--- src/rtl/booth_mul_seq_pkg.sv ---
// Shared types for the radix-4 Booth multiplier: FSM states, digit select encoding, digit count.
package booth_mul_seq_pkg;

  typedef enum logic [1:0] {
    IDLE = 2'd0,
    CALC = 2'd1,
    DONE = 2'd2
  } state_t;

  // One-hot Booth selection; all-zero means the digit contributes nothing.
  typedef struct packed {
    logic neg;
    logic pos;
    logic dneg;
    logic dpos;
  } booth_sel_t;

  function automatic int booth_digits(input int width);
    return width / 2 + 1;
  endfunction

  function automatic booth_sel_t booth_decode(input logic [2:0] digit);
    booth_sel_t sel;
    sel = '0;
    case (digit)
      3'b001, 3'b010: sel.pos  = 1'b1;
      3'b011:         sel.dpos = 1'b1;
      3'b100:         sel.dneg = 1'b1;
      3'b101, 3'b110: sel.neg  = 1'b1;
      default:        sel      = '0;
    endcase
    return sel;
  endfunction

endpackage

--- src/rtl/booth_mul_seq_if.sv ---
// EX-stage <-> multiplier bundle: start/flush request side, busy/done/result response side.
interface booth_mul_seq_if #(
  parameter int WIDTH = 32
);
  logic                 start;
  logic                 is_signed;
  logic [WIDTH-1:0]     a;
  logic [WIDTH-1:0]     b;
  logic                 flush;
  logic                 busy;
  logic                 done;
  logic [2*WIDTH-1:0]   result;

  modport master (
    output start, is_signed, a, b, flush,
    input  busy, done, result
  );

  modport slave (
    input  start, is_signed, a, b, flush,
    output busy, done, result
  );
endinterface

--- src/rtl/booth_pp_row.sv ---
// One radix-4 Booth partial-product row: per-bit cells pick X or 2X and invert for negative digits.
// Purely combinational; the +1 of a negative selection leaves on the neg flag as a carry-in.
module booth_pp_row
  import booth_mul_seq_pkg::*;
#(
  parameter int WIDTH = 32
) (
  input  logic [WIDTH+1:0] x,
  input  logic [2:0]       digit,
  output logic [WIDTH+2:0] row,
  output logic             neg
);

  booth_sel_t       sel;
  logic             single;
  logic             dbl;
  logic [WIDTH+3:0] xe;

  assign sel    = booth_decode(digit);
  assign single = sel.pos | sel.neg;
  assign dbl    = sel.dpos | sel.dneg;
  assign neg    = sel.neg | sel.dneg;

  // xe[k+1] is X[k]: X[-1]=0 at the bottom, one sign bit replicated on top.
  assign xe = {x[WIDTH+1], x, 1'b0};

  for (genvar k = 0; k < WIDTH + 3; k++) begin : g_cell
    assign row[k] = ((single & xe[k+1]) | (dbl & xe[k])) ^ neg;
  end

endmodule

--- src/rtl/booth_mul_seq.sv ---
// Iterative radix-4 Booth MULT/MULTU: one digit per cycle, done pulses WIDTH/2+2 cycles after start.
// No backpressure: start is ignored while busy; flush cancels an operation in CALC.
module booth_mul_seq
  import booth_mul_seq_pkg::*;
#(
  parameter int WIDTH = 32
) (
  input  logic          clk,
  input  logic          rst,
  booth_mul_seq_if.slave bus
);

  localparam int DIGITS = booth_digits(WIDTH);
  localparam int CW     = $clog2(DIGITS);
  localparam int AW     = 2 * WIDTH;
  localparam logic [CW-1:0] LAST = CW'(DIGITS - 1);

  state_t           state;
  state_t           state_nxt;
  logic             accept;
  logic             last;

  logic [WIDTH+1:0] x_reg;
  logic [WIDTH+2:0] y_reg;      // {Y, y[-1]}
  logic [AW-1:0]    acc;
  logic [AW-1:0]    acc_nxt;
  logic [AW-1:0]    result_reg;
  logic [CW-1:0]    cnt;

  logic [CW:0]      shamt;
  logic [2:0]       digit;
  logic [WIDTH+2:0] row;
  logic             neg;
  logic [AW-1:0]    row_ext;
  logic [AW-1:0]    cin;

  function automatic logic [WIDTH+1:0] extend(input logic [WIDTH-1:0] v, input logic sgn);
    return {{2{sgn & v[WIDTH-1]}}, v};
  endfunction

  assign shamt = {cnt, 1'b0};
  assign digit = y_reg[shamt +: 3];
  assign last  = (cnt == LAST);

  booth_pp_row #(.WIDTH(WIDTH)) u_row (
    .x     (x_reg),
    .digit (digit),
    .row   (row),
    .neg   (neg)
  );

  assign row_ext = {{(AW - WIDTH - 3){row[WIDTH+2]}}, row};
  assign cin     = {{(AW - 1){1'b0}}, neg};
  assign acc_nxt = acc + (row_ext << shamt) + (cin << shamt);

  always_ff @(posedge clk or posedge rst) begin
    if (rst) state <= IDLE;
    else     state <= state_nxt;
  end

  always_comb begin
    state_nxt = state;
    accept    = 1'b0;
    case (state)
      IDLE: begin
        if (bus.start) begin
          state_nxt = CALC;
          accept    = 1'b1;
        end
      end
      CALC: begin
        if (bus.flush)  state_nxt = IDLE;
        else if (last)  state_nxt = DONE;
      end
      DONE: begin
        // A flush arriving with start in DONE cancels the new request.
        if (bus.start && !bus.flush) begin
          state_nxt = CALC;
          accept    = 1'b1;
        end else begin
          state_nxt = IDLE;
        end
      end
      default: state_nxt = IDLE;
    endcase
  end

  always_comb begin
    bus.busy = (state == CALC);
    bus.done = (state == DONE);
  end

  assign bus.result = result_reg;

  always_ff @(posedge clk or posedge rst) begin
    if (rst) begin
      x_reg      <= '0;
      y_reg      <= '0;
      acc        <= '0;
      cnt        <= '0;
      result_reg <= '0;
    end else if (accept) begin
      x_reg <= extend(bus.a, bus.is_signed);
      y_reg <= {extend(bus.b, bus.is_signed), 1'b0};
      acc   <= '0;
      cnt   <= '0;
    end else if (state == CALC && !bus.flush) begin
      acc <= acc_nxt;
      cnt <= cnt + CW'(1);
      if (last) result_reg <= acc_nxt;
    end
  end

endmodule
--- src/flat_wrapper.sv ---
// flat-port wrapper written by rule: the top's interface ports become plain ports
module booth_mul_seq_flat import booth_mul_seq_pkg::*;
#(
  parameter int WIDTH = 32
)
  (clk, rst, bus_start, bus_is_signed, bus_a, bus_b, bus_flush, bus_busy, bus_done, bus_result);
  booth_mul_seq_if #(.WIDTH(WIDTH)) bus_i ();
  input  logic clk;
  input  logic rst;
  input wire logic [$bits(bus_i.start)-1:0] bus_start;
  input wire logic [$bits(bus_i.is_signed)-1:0] bus_is_signed;
  input wire logic [$bits(bus_i.a)-1:0] bus_a;
  input wire logic [$bits(bus_i.b)-1:0] bus_b;
  input wire logic [$bits(bus_i.flush)-1:0] bus_flush;
  output wire logic [$bits(bus_i.busy)-1:0] bus_busy;
  output wire logic [$bits(bus_i.done)-1:0] bus_done;
  output wire logic [$bits(bus_i.result)-1:0] bus_result;
  assign bus_i.start = bus_start;
  assign bus_i.is_signed = bus_is_signed;
  assign bus_i.a = bus_a;
  assign bus_i.b = bus_b;
  assign bus_i.flush = bus_flush;
  assign bus_busy = bus_i.busy;
  assign bus_done = bus_i.done;
  assign bus_result = bus_i.result;
  booth_mul_seq #(.WIDTH(WIDTH)) u_core (.clk(clk), .rst(rst), .bus(bus_i));
endmodule
--- config.mk ---
export PLATFORM = sky130hd
export DESIGN_NAME = booth_mul_seq_flat
export DESIGN_NICKNAME = d
export VERILOG_FILES = /design/src/rtl/booth_mul_seq_pkg.sv /design/src/rtl/booth_mul_seq_if.sv /design/src/rtl/booth_pp_row.sv /design/src/rtl/booth_mul_seq.sv /design/src/flat_wrapper.sv
export SDC_FILE = /design/constraint.sdc
export NUM_CORES = 1
export LEC_CHECK = 0
export ABC_CLOCK_PERIOD_IN_PS = 15200
export CAP_MARGIN = 5
export CORE_AREA = 2 2 184 186
export CTS_CLUSTER_DIAMETER = 120
export CTS_CLUSTER_SIZE = 25
export DETAILED_ROUTE_END_ITERATION = 16
export DIE_AREA = 0 0 186 188
export PLACE_DENSITY = 0.79
export SLEW_MARGIN = 15
export SYNTH_ARGS = -nofsm -noshare
export SYNTH_HDL_FRONTEND = slang
export SYNTH_SLANG_ARGS = --single-unit
--- constraint.sdc ---
create_clock -name clk -period 15.2 [get_ports clk]
set_input_delay 1.52 -clock clk [delete_from_list [all_inputs] [get_ports clk]]
set_output_delay 1.52 -clock clk [all_outputs]
set_load 0.02 [all_outputs]
# After elaboration in Yosys (flattened, before gate mapping)
# Index checks and enable logic that the tools add are counted.
# classes
n_reduce_logical	9
addsub	3
bitwise_logic	143
n_shift	3
n_eq_ne	11
mux	16
# ops
operator	count
adder 64 bit	2
two-way mux 64 bit	2
bitwise AND 1 bit	70
<< shifter 1 x 6 -> 64 bit	1
<< shifter 64 x 6 -> 64 bit	1
OR 1 bit	37
indexed part select 35 x 7 -> 3 bit	1
XOR 1 bit	35
two-way mux 5 bit	2
== test 3 bit (second input constant)	3
two-way mux 1 bit	7
== test 3 x 2 -> 1 bit (second input constant)	2
two-way mux 2 bit	3
case mux 2 bit (3 select lines)	1
adder 5 x 1 -> 5 bit (second input constant)	1
== test 5 bit (second input constant)	1
OR reduction 2 bit	2
== test 3 x 1 -> 1 bit (second input constant)	1
inequality test 3 x 2 -> 1 bit (second input constant)	1
AND reduction 3 bit	1
== test 2 x 1 -> 1 bit (second input constant)	1
== test 2 bit (second input constant)	1
logical AND 1 bit	2
logical NOT 2 bit	1
other kinds (6)	6
# word_totals
regBits	201
out_inout_bits	66

# Longest topological paths before layout
# Gate-level depths: netlist of run 1.
# logic_depth
word_depth	13
ltp_mapped	38

# By module
# A second synthesis of run 1 with hierarchy kept.
# unflattened
hier_cells	1898
area_unflattened_um2	17037.6
# by_module_without_submodules
module	instances	area_per_inst_um2	seq_area_each_um2	cells_per_inst
booth_mul_seq	1	15433.6	5029.8	1684
booth_pp_row	1	1604.0	0.0	214

# Least setup slack after synthesis of run 1
# Ideal clock, no wire load.
# synth_path
path_type	register to register
startpoint	register u_core.cnt[0]
endpoint	register u_core.result_reg[56], in the netlist u_core.bus.result[56]
slack_ns	6.724
period_less_slack_ns	8.476
required_time_ns	15.071
arrival_time_ns	8.347
setup_time_ns	0.129
n_path_buf	9
stages_incl_launch_ff	32
cell_sequence	dfrtp_1 > buf_6 > inv_1 > clkbuf_1 > clkbuf_1 > clkbuf_1 > o21ai_0 > mux4_2 > o21ai_0 > ha_1 > clkbuf_1 > or3_1 > o31a_1 > buf_2 > buf_2 > buf_2 > buf_1 > nand2_1 > nor3_1 > fa_1 > ha_1 > inv_1 > nor4_1 > a21oi_1 > or4_1 > a2111oi_0 > o31ai_1 > o221ai_1 > a41oi_1 > o311ai_1 > mux2i_1 > o21ai_1
# synth_via
elab_chain_len	11
# synth_rtl
item	line_no	text
start, declared	booth_mul_seq.sv:28	logic [CW-1:0] cnt;
start signal, assigned	booth_mul_seq.sv:109	cnt <= cnt + CW'(1);
indexed part select 35 x 7 -> 3 bit	booth_mul_seq.sv:42	assign digit = y_reg[shamt +: 3];
== test 3 x 1 -> 1 bit, or another cell as far along	booth_mul_seq_pkg.sv:25	case (digit)
OR reduction 2 bit	booth_mul_seq_pkg.sv:25	
two-way mux 1 bit	booth_mul_seq_pkg.sv:25	
OR 1 bit	booth_pp_row.sv:20	assign single = sel.pos | sel.neg;
bitwise AND 1 bit	booth_pp_row.sv:28	assign row[k] = ((single & xe[k+1]) | (dbl & xe[k])) ^ neg;
OR 1 bit	booth_pp_row.sv:28	
XOR 1 bit	booth_pp_row.sv:28	
<< shifter 64 x 6 -> 64 bit	booth_mul_seq.sv:54	assign acc_nxt = acc + (row_ext << shamt) + (cin << shamt);
adder 64 bit (2 in series)	booth_mul_seq.sv:54	
end signal, assigned	booth_mul_seq.sv:110	if (last) result_reg <= acc_nxt;
end, declared	booth_mul_seq.sv:27	logic [AW-1:0] result_reg;
# Several ways; a longest one is shown, not always the timed one.
# A chain may end at the register's enable or synchronous reset.

# Worst setup path in the final report of run 1
# layout_path
startpoint	register u_core.cnt[4]
endpoint	register u_core.acc[56]
# layout_via
elab_chain_len	13
# layout_rtl
item	line_no	text
indexed part select 35 x 7 -> 3 bit	booth_mul_seq.sv:42	
== test 3 x 1 -> 1 bit, or another cell as far along	booth_mul_seq_pkg.sv:25	
OR reduction 2 bit	booth_mul_seq_pkg.sv:25	
two-way mux 1 bit	booth_mul_seq_pkg.sv:25	
OR 1 bit	booth_pp_row.sv:20	
bitwise AND 1 bit	booth_pp_row.sv:28	
OR 1 bit	booth_pp_row.sv:28	
XOR 1 bit	booth_pp_row.sv:28	
<< shifter 64 x 6 -> 64 bit	booth_mul_seq.sv:54	
adder 64 bit	booth_mul_seq.sv:54	
adder 64 bit (*)	booth_mul_seq.sv:54	
two-way mux 64 bit (*)	booth_mul_seq.sv:107	end else if (state == CALC && !bus.flush) begin
two-way mux 64 bit (*)	booth_mul_seq.sv:102	end else if (accept) begin
end signal, assigned	booth_mul_seq.sv:108	acc <= acc_nxt;
end, declared	booth_mul_seq.sv:25	logic [AW-1:0] acc;
# Mark *: on every way between the ends. The rest lies on a longest branch, timed or not. The select of a mux whose other input is x is not followed.

==> impl_metrics.json, run 1 <==
{
  "nNetsFinal": 2181,
  "row_count": 67,
  "n_fill_cell": 3049,
  "hold_buffers": 0,
  "clock.fmax_mhz": 99.2,
  "cts_buffers": 12,
  "tns_ns": 0,
  "r2r_slack_ns": 5.12,
  "yosysTopAreaCell": "dfrtp_1",
  "hp-class": "register to register",
  "slew-limit-headroom_pct": 28.5,
  "grt_pass1_vias": 14000,
  "htree_levels": 1,
  "slew_violations": 0,
  "antenna_cells": 0,
  "mappedNetlistArea_um2": 16400,
  "cap_violations": 0,
  "clock_latency_ns": 0.50,
  "io_buffers": 134,
  "start_util_pct": 49.5,
  "grt_pass1_wl_um": 75400,
  "finalSetupViolCount": 0,
  "drtIter0Drc": 1520,
  "place_congestion": 0.999,
  "overflow": 0,
  "required_ns": 15.56,
  "cp-start-kind": "register",
  "drive_above_1_share_pct": 5.40,
  "dp_hpwl_um": 34800,
  "yosysWarningCount": 0,
  "fin_skew_ns": 0.0211,
  "synth_area_leaders": "dfrtp_1, nand2_1, ha_1",
  "fin_util_pct": 55.3,
  "outcome": "finished, final reports clean",
  "routed_wl_um": 46700,
  "layout.cells.non_filler": 2431,
  "clkSinkCount": 201,
  "vias": 14600,
  "reg2reg_from": "u_core.cnt[4]",
  "ctsResizeCount": 0,
  "cp_max_fo": 62,
  "rsz0062_at_grt": "no",
  "track_usage_pct": 26.8,
  "crit_family": "simple AND/OR/NAND/NOR gates",
  "endpoint": "u_core.acc[56]",
  "dr.pass1.iters": 6,
  "wl_per_cell_um": 19.2,
  "viasPerCell": 6.01,
  "startpoint": "u_core.cnt[4]",
  "cp_common_cell": "mux2i_1",
  "syn_inst": 1940,
  "drc": 0,
  "clk_pin_slew_ns": 0.11,
  "dieHeight_um": 188,
  "synth-edff-count": 0,
  "yosysSeqAreaShare_pct": 30.7,
  "area_delta_synth_final_pct": 11.8,
  "avgSynthCellArea_um2": 8.44,
  "ff2ff_path_depth": 28,
  "min_period_ns": 10.08,
  "crit_arrival_ns": 10.43,
  "synth_flop_cell": "dfrtp_1",
  "grt_max_degree": 133,
  "crit_path_top_delay_cell": "a2111oi_0",
  "ant_nets": 0,
  "async_reset_ff_share_pct": 100,
  "finalHoldViolations": 0,
  "cp.depth": 28,
  "die_x_um": 186,
  "clock_path_buffers": 3,
  "r2r_end": "u_core.acc[56]",
  "antenna_found_initial": 0,
  "netlist.area_leader.share_pct": 30.7,
  "post_cts_buffers": 0,
  "critical_path_class": "register to register",
  "cts-root-buf": "clkbuf_16",
  "yosysMostFrequentCell": "nand2_1",
  "coreArea_um2": 33100,
  "synth-seq-cells": 201,
  "io_pins": 135,
  "end_kind": "register",
  "cts_tree": "built",
  "dp.cells": 2414,
  "tightest_slew_ns": 1.07,
  "max_stage_delay_ns": 0.85,
  "synthTopCellsByCount": "nand2_1, dfrtp_1, clkbuf_1, nor2_1, a21oi_1",
  "ys_types": 83,
  "fin_crit_sh_pct": 66.3,
  "dieArea_um2": 35000,
  "cp_num_buf_inv": 4
}
[worst min-delay path, delay by kind of cell (launching register included)]
kind / cells / cell delay (ns)
flip-flops: 1 / 0.35
AND/OR/NAND/NOR: 2 / 0.10
[stage by stage]
step / hold WS, ns / area (um2) / setup WS (ns)
2_1_floorplan: 0.440 / 16400 / 6.72
6_report: 0.481 / 18300 / 5.12
3_5_place_dp: 0.462 / 17900 / 5.35
4_1_cts: 0.484 / 18300 / 5.30
3_3_place_gp: 0.456 / 17900 / 5.50
5_1_grt: 0.503 / 18300 / 4.34
[metal layers]
metal	part of all wire, %	wire (um)	global-route usage [%]	vias up
met5	0	0	0	-
met4	4.1	1930	9.84	0
met3	5.9	2770	3.13	106
met2	44	20600	40.8	560
met1	46	21400	39.2	6982
li1	-	-	-	6958
[cells in the final DEF, fill, tap and decap left out, types with 5 or more instances in the layout]
master,instances
nand2_1,480
dfrtp_1,199
clkdlybuf4s50_1,134
nor2_1,109
a21oi_1,108
ha_1,99
xnor2_1,84
a22o_1,76
o21ai_0,66
a21o_1,43
mux2i_1,41
o21ai_1,35
fa_1,33
inv_1,31
mux4_2,28
nand3_1,26
nor3_1,25
nor4_1,24
xor2_1,23
mux2_2,19
buf_4,19
o21bai_1,18
a32o_1,17
a311oi_1,17
a211oi_1,16
o22ai_1,15
conb_1,15
nand4_1,13
clkbuf_16,13
nor2b_1,11
a31oi_1,11
and3_1,9
nand2b_1,7
o211ai_1,6
o31ai_1,6
and2_1,5
a22oi_1,5
or3_1,5
[area by class of cell]
| type | instances | area [um2] | share of cell area [%] |
|---|---|---|---|
| clock buffer | 15 | 333 | 1.82 |
| clock inverter | 2 | 28.8 | 0.157 |
| inverter | 36 | 143 | 0.779 |
| multi-input combinational | 1576 | 10700 | 58.6 |
| sequential | 201 | 5030 | 27.5 |
| tap | 448 | 561 | 3.06 |
| timing repair buffer | 153 | 1480 | 8.10 |
[cells by family (layout without fill, tap and decap cells)]
logic type | after synthesis | in the layout | share of synthesized area [%]
AOI/OAI and AO/OA | 494 | 494 | 20.7
xor gates and xnor gates | 107 | 107 | 5.72
adders and majority gates | 132 | 132 | 11.6
buffers and inverters | 176 | 206 | 4.28
DFF | 201 | 201 | 30.7
muxes | 89 | 89 | 7.75
other | 2 | 15 | 0.0459
and+or+nand+nor | 739 | 739 | 19.2
[how the worst min path moves through the flow]
stage,startpoint,end,cells past startpoint
finish,u_core.bus.result[40],u_core.bus.result[40],2
global route,u_core.bus.result[37],u_core.bus.result[37],2
CTS,u_core.y_reg[29],u_core.y_reg[29],2
detailed placement,u_core.y_reg[29],u_core.y_reg[29],2
global placement,u_core.y_reg[21],u_core.y_reg[21],2
floorplan,u_core.y_reg[13],u_core.y_reg[13],2
Power of run 1 is not shown: default switching activity piles up to over one toggle a cycle in this logic, so the estimate is an artifact.
==> run 2, diff against run 1 <==
--- a/config.mk
+++ b/config.mk
@@ -5,14 +5,14 @@
 export SDC_FILE = /design/constraint.sdc
 export NUM_CORES = 1
 export LEC_CHECK = 0
-export ABC_CLOCK_PERIOD_IN_PS = 15200
+export ABC_CLOCK_PERIOD_IN_PS = 8200
 export CAP_MARGIN = 5
 export CORE_AREA = 2 2 184 186
 export CTS_CLUSTER_DIAMETER = 120
 export CTS_CLUSTER_SIZE = 25
 export DETAILED_ROUTE_END_ITERATION = 16
 export DIE_AREA = 0 0 186 188
-export PLACE_DENSITY = 0.79
+export PLACE_DENSITY = 0.82
 export SLEW_MARGIN = 15
 export SYNTH_ARGS = -nofsm -noshare
 export SYNTH_HDL_FRONTEND = slang
==> constraint.sdc (replaced) <==
create_clock -name clk -period 8.2 [get_ports clk]
set_input_delay 0.82 -clock clk [delete_from_list [all_inputs] [get_ports clk]]
set_output_delay 0.82 -clock clk [all_outputs]
set_load 0.02 [all_outputs]
==> run 2 against run 1 <==
Effect of this change:
- via count up 0.77%
- utilization up 1.5 points
- sequential share of layout area down 0.73 points
- flip-flop and latch count unchanged
- routed wire length up 1.3%
- worst setup slack worse by 4.8 ns
==> impl_metrics.json, run 2 (same netlist as run 1, synthesis figures left out) <==
{
  "outcome": "finished, final reports clean",
  "ff2ff_path_depth": 25,
  "viasPerCell": 5.96,
  "io_pins": 135,
  "critical_path_class": "register to register",
  "finalSetupViolCount": 0,
  "final_cell_mix": "nand2_1, dfrtp_1, clkdlybuf4s50_1",
  "drc": 0,
  "fin_crit_sh_pct": 96.4,
  "cp-start-kind": "register",
  "post-place-ws_ns": -0.0181,
  "io_buffers": 134,
  "cts_tree": "built",
  "drtIter0Drc": 1569,
  "fin_skew_ns": 0.0255,
  "nNetsFinal": 2219,
  "clkSinkCount": 201,
  "clock.fmax_mhz": 127,
  "final_area_um2": 18800,
  "n_fill_cell": 2968,
  "antenna_found_initial": 1,
  "tightest_slew_ns": 0.936,
  "cp_max_fo": 41,
  "drive_above_1_share_pct": 8.31,
  "antenna_cells": 0,
  "cap_violations": 0,
  "slew-limit-headroom_pct": 37.6,
  "clock_latency_ns": 0.51,
  "grt_pass1_wl_um": 76800,
  "cp_num_buf_inv": 2,
  "end_kind": "register",
  "crit_family": "compound AO/OA/AOI/OAI gates",
  "dpl_cell_area_um2": 18200,
  "cts-root-buf": "clkbuf_16",
  "coreArea_um2": 33100,
  "routed_wl_um": 47400,
  "holdPathStages": 2,
  "cp.depth": 25,
  "min_period_ns": 7.90,
  "grt_pass1_vias": 14200,
  "clock_path_buffers": 3,
  "overflow": 0,
  "slew_violations": 0,
  "row_count": 67,
  "start_util_pct": 49.5,
  "worst_slack_ns": 0.295,
  "crit_path_top_delay_cell": "dfrtp_2",
  "place_congestion": 0.975,
  "ff_latch_area_um2": 5030,
  "hp-class": "register to register",
  "finalHoldViolations": 0,
  "clk_pin_slew_ns": 0.10,
  "dieArea_um2": 35000,
  "htree_levels": 1,
  "crit_arrival_ns": 8.31,
  "grt_max_degree": 130,
  "track_usage_pct": 27.2,
  "whs_ns": 0.478,
  "wl_per_cell_um": 19.2,
  "dp_hpwl_um": 35400,
  "tns_ns": 0,
  "required_ns": 8.60,
  "final_common_cell": "nand2_1",
  "die_x_um": 186,
  "vias": 14700,
  "ant_nets": 0,
  "dieHeight_um": 188,
  "cts_buffers": 12,
  "area_delta_synth_final_pct": 14.9,
  "multi_input_area_um2": 10900,
  "max_stage_delay_ns": 0.49,
  "dr.pass1.iters": 6
}
==> run 2: worst min-delay path, cell delays in order (launching register included) <==
cell	delay, ns
dfrtp_1	0.35
nand2_1	0.05
nand2_1	0.05
==> run 2: timing repair <==
item                       CTS  global route
setup endpoints to repair    2            45
hold buffers                 0             0
buffers inserted             0             8
hold endpoints to repair     0             0
pin swaps                    0             2
gates resized for setup      1            36
==> run 2: final timing paths <==
| kind | to | slack, ns | from |
|---|---|---|---|
| worst max-delay path | u_core.acc[58] | 0.30 | u_core.cnt[0] |
| worst min-delay path | u_core.bus.result[41] | 0.48 | u_core.bus.result[41] |
| worst max register to register | u_core.acc[58] | 0.30 | u_core.cnt[0] |
| worst min register to register | u_core.bus.result[41] | 0.48 | u_core.bus.result[41] |
| max in group asynchronous | u_core.bus.result[52] | 5.88 | rst |
| min in group asynchronous | u_core.cnt[0] | 0.86 | rst |
==> run 2: final cells by class <==
cell class                      count  area share (%)
Timing Repair Buffer              191            9.58
Sequential cell                   201            26.8
Clock buffer                       16            1.79
Clock inverter                      2           0.266
Inverter                           36           0.758
Tap cell                          448            2.98
Multi-Input combinational cell   1576            57.9
==> run 2: routing by layer <==
metal	global-route usage [%]	part of all wire, %	routed length (um)	up-vias
met5	0	0.023	11	-
met4	7.18	3.1	1460	2
met3	2.76	5.3	2490	81
met2	42.8	46	21600	495
met1	40.1	46	21800	7080
li1	-	-	-	7060
==> run 2: metrics by stage <==
step           util [%]  cells
2_1_floorplan         -   1953
3_3_place_gp       54.9   2444
3_5_place_dp       54.9   2444
4_1_cts            56.1   2462
5_1_grt            56.8   2470
6_report           56.8   2470
Power of run 2 is left out for the same reason.
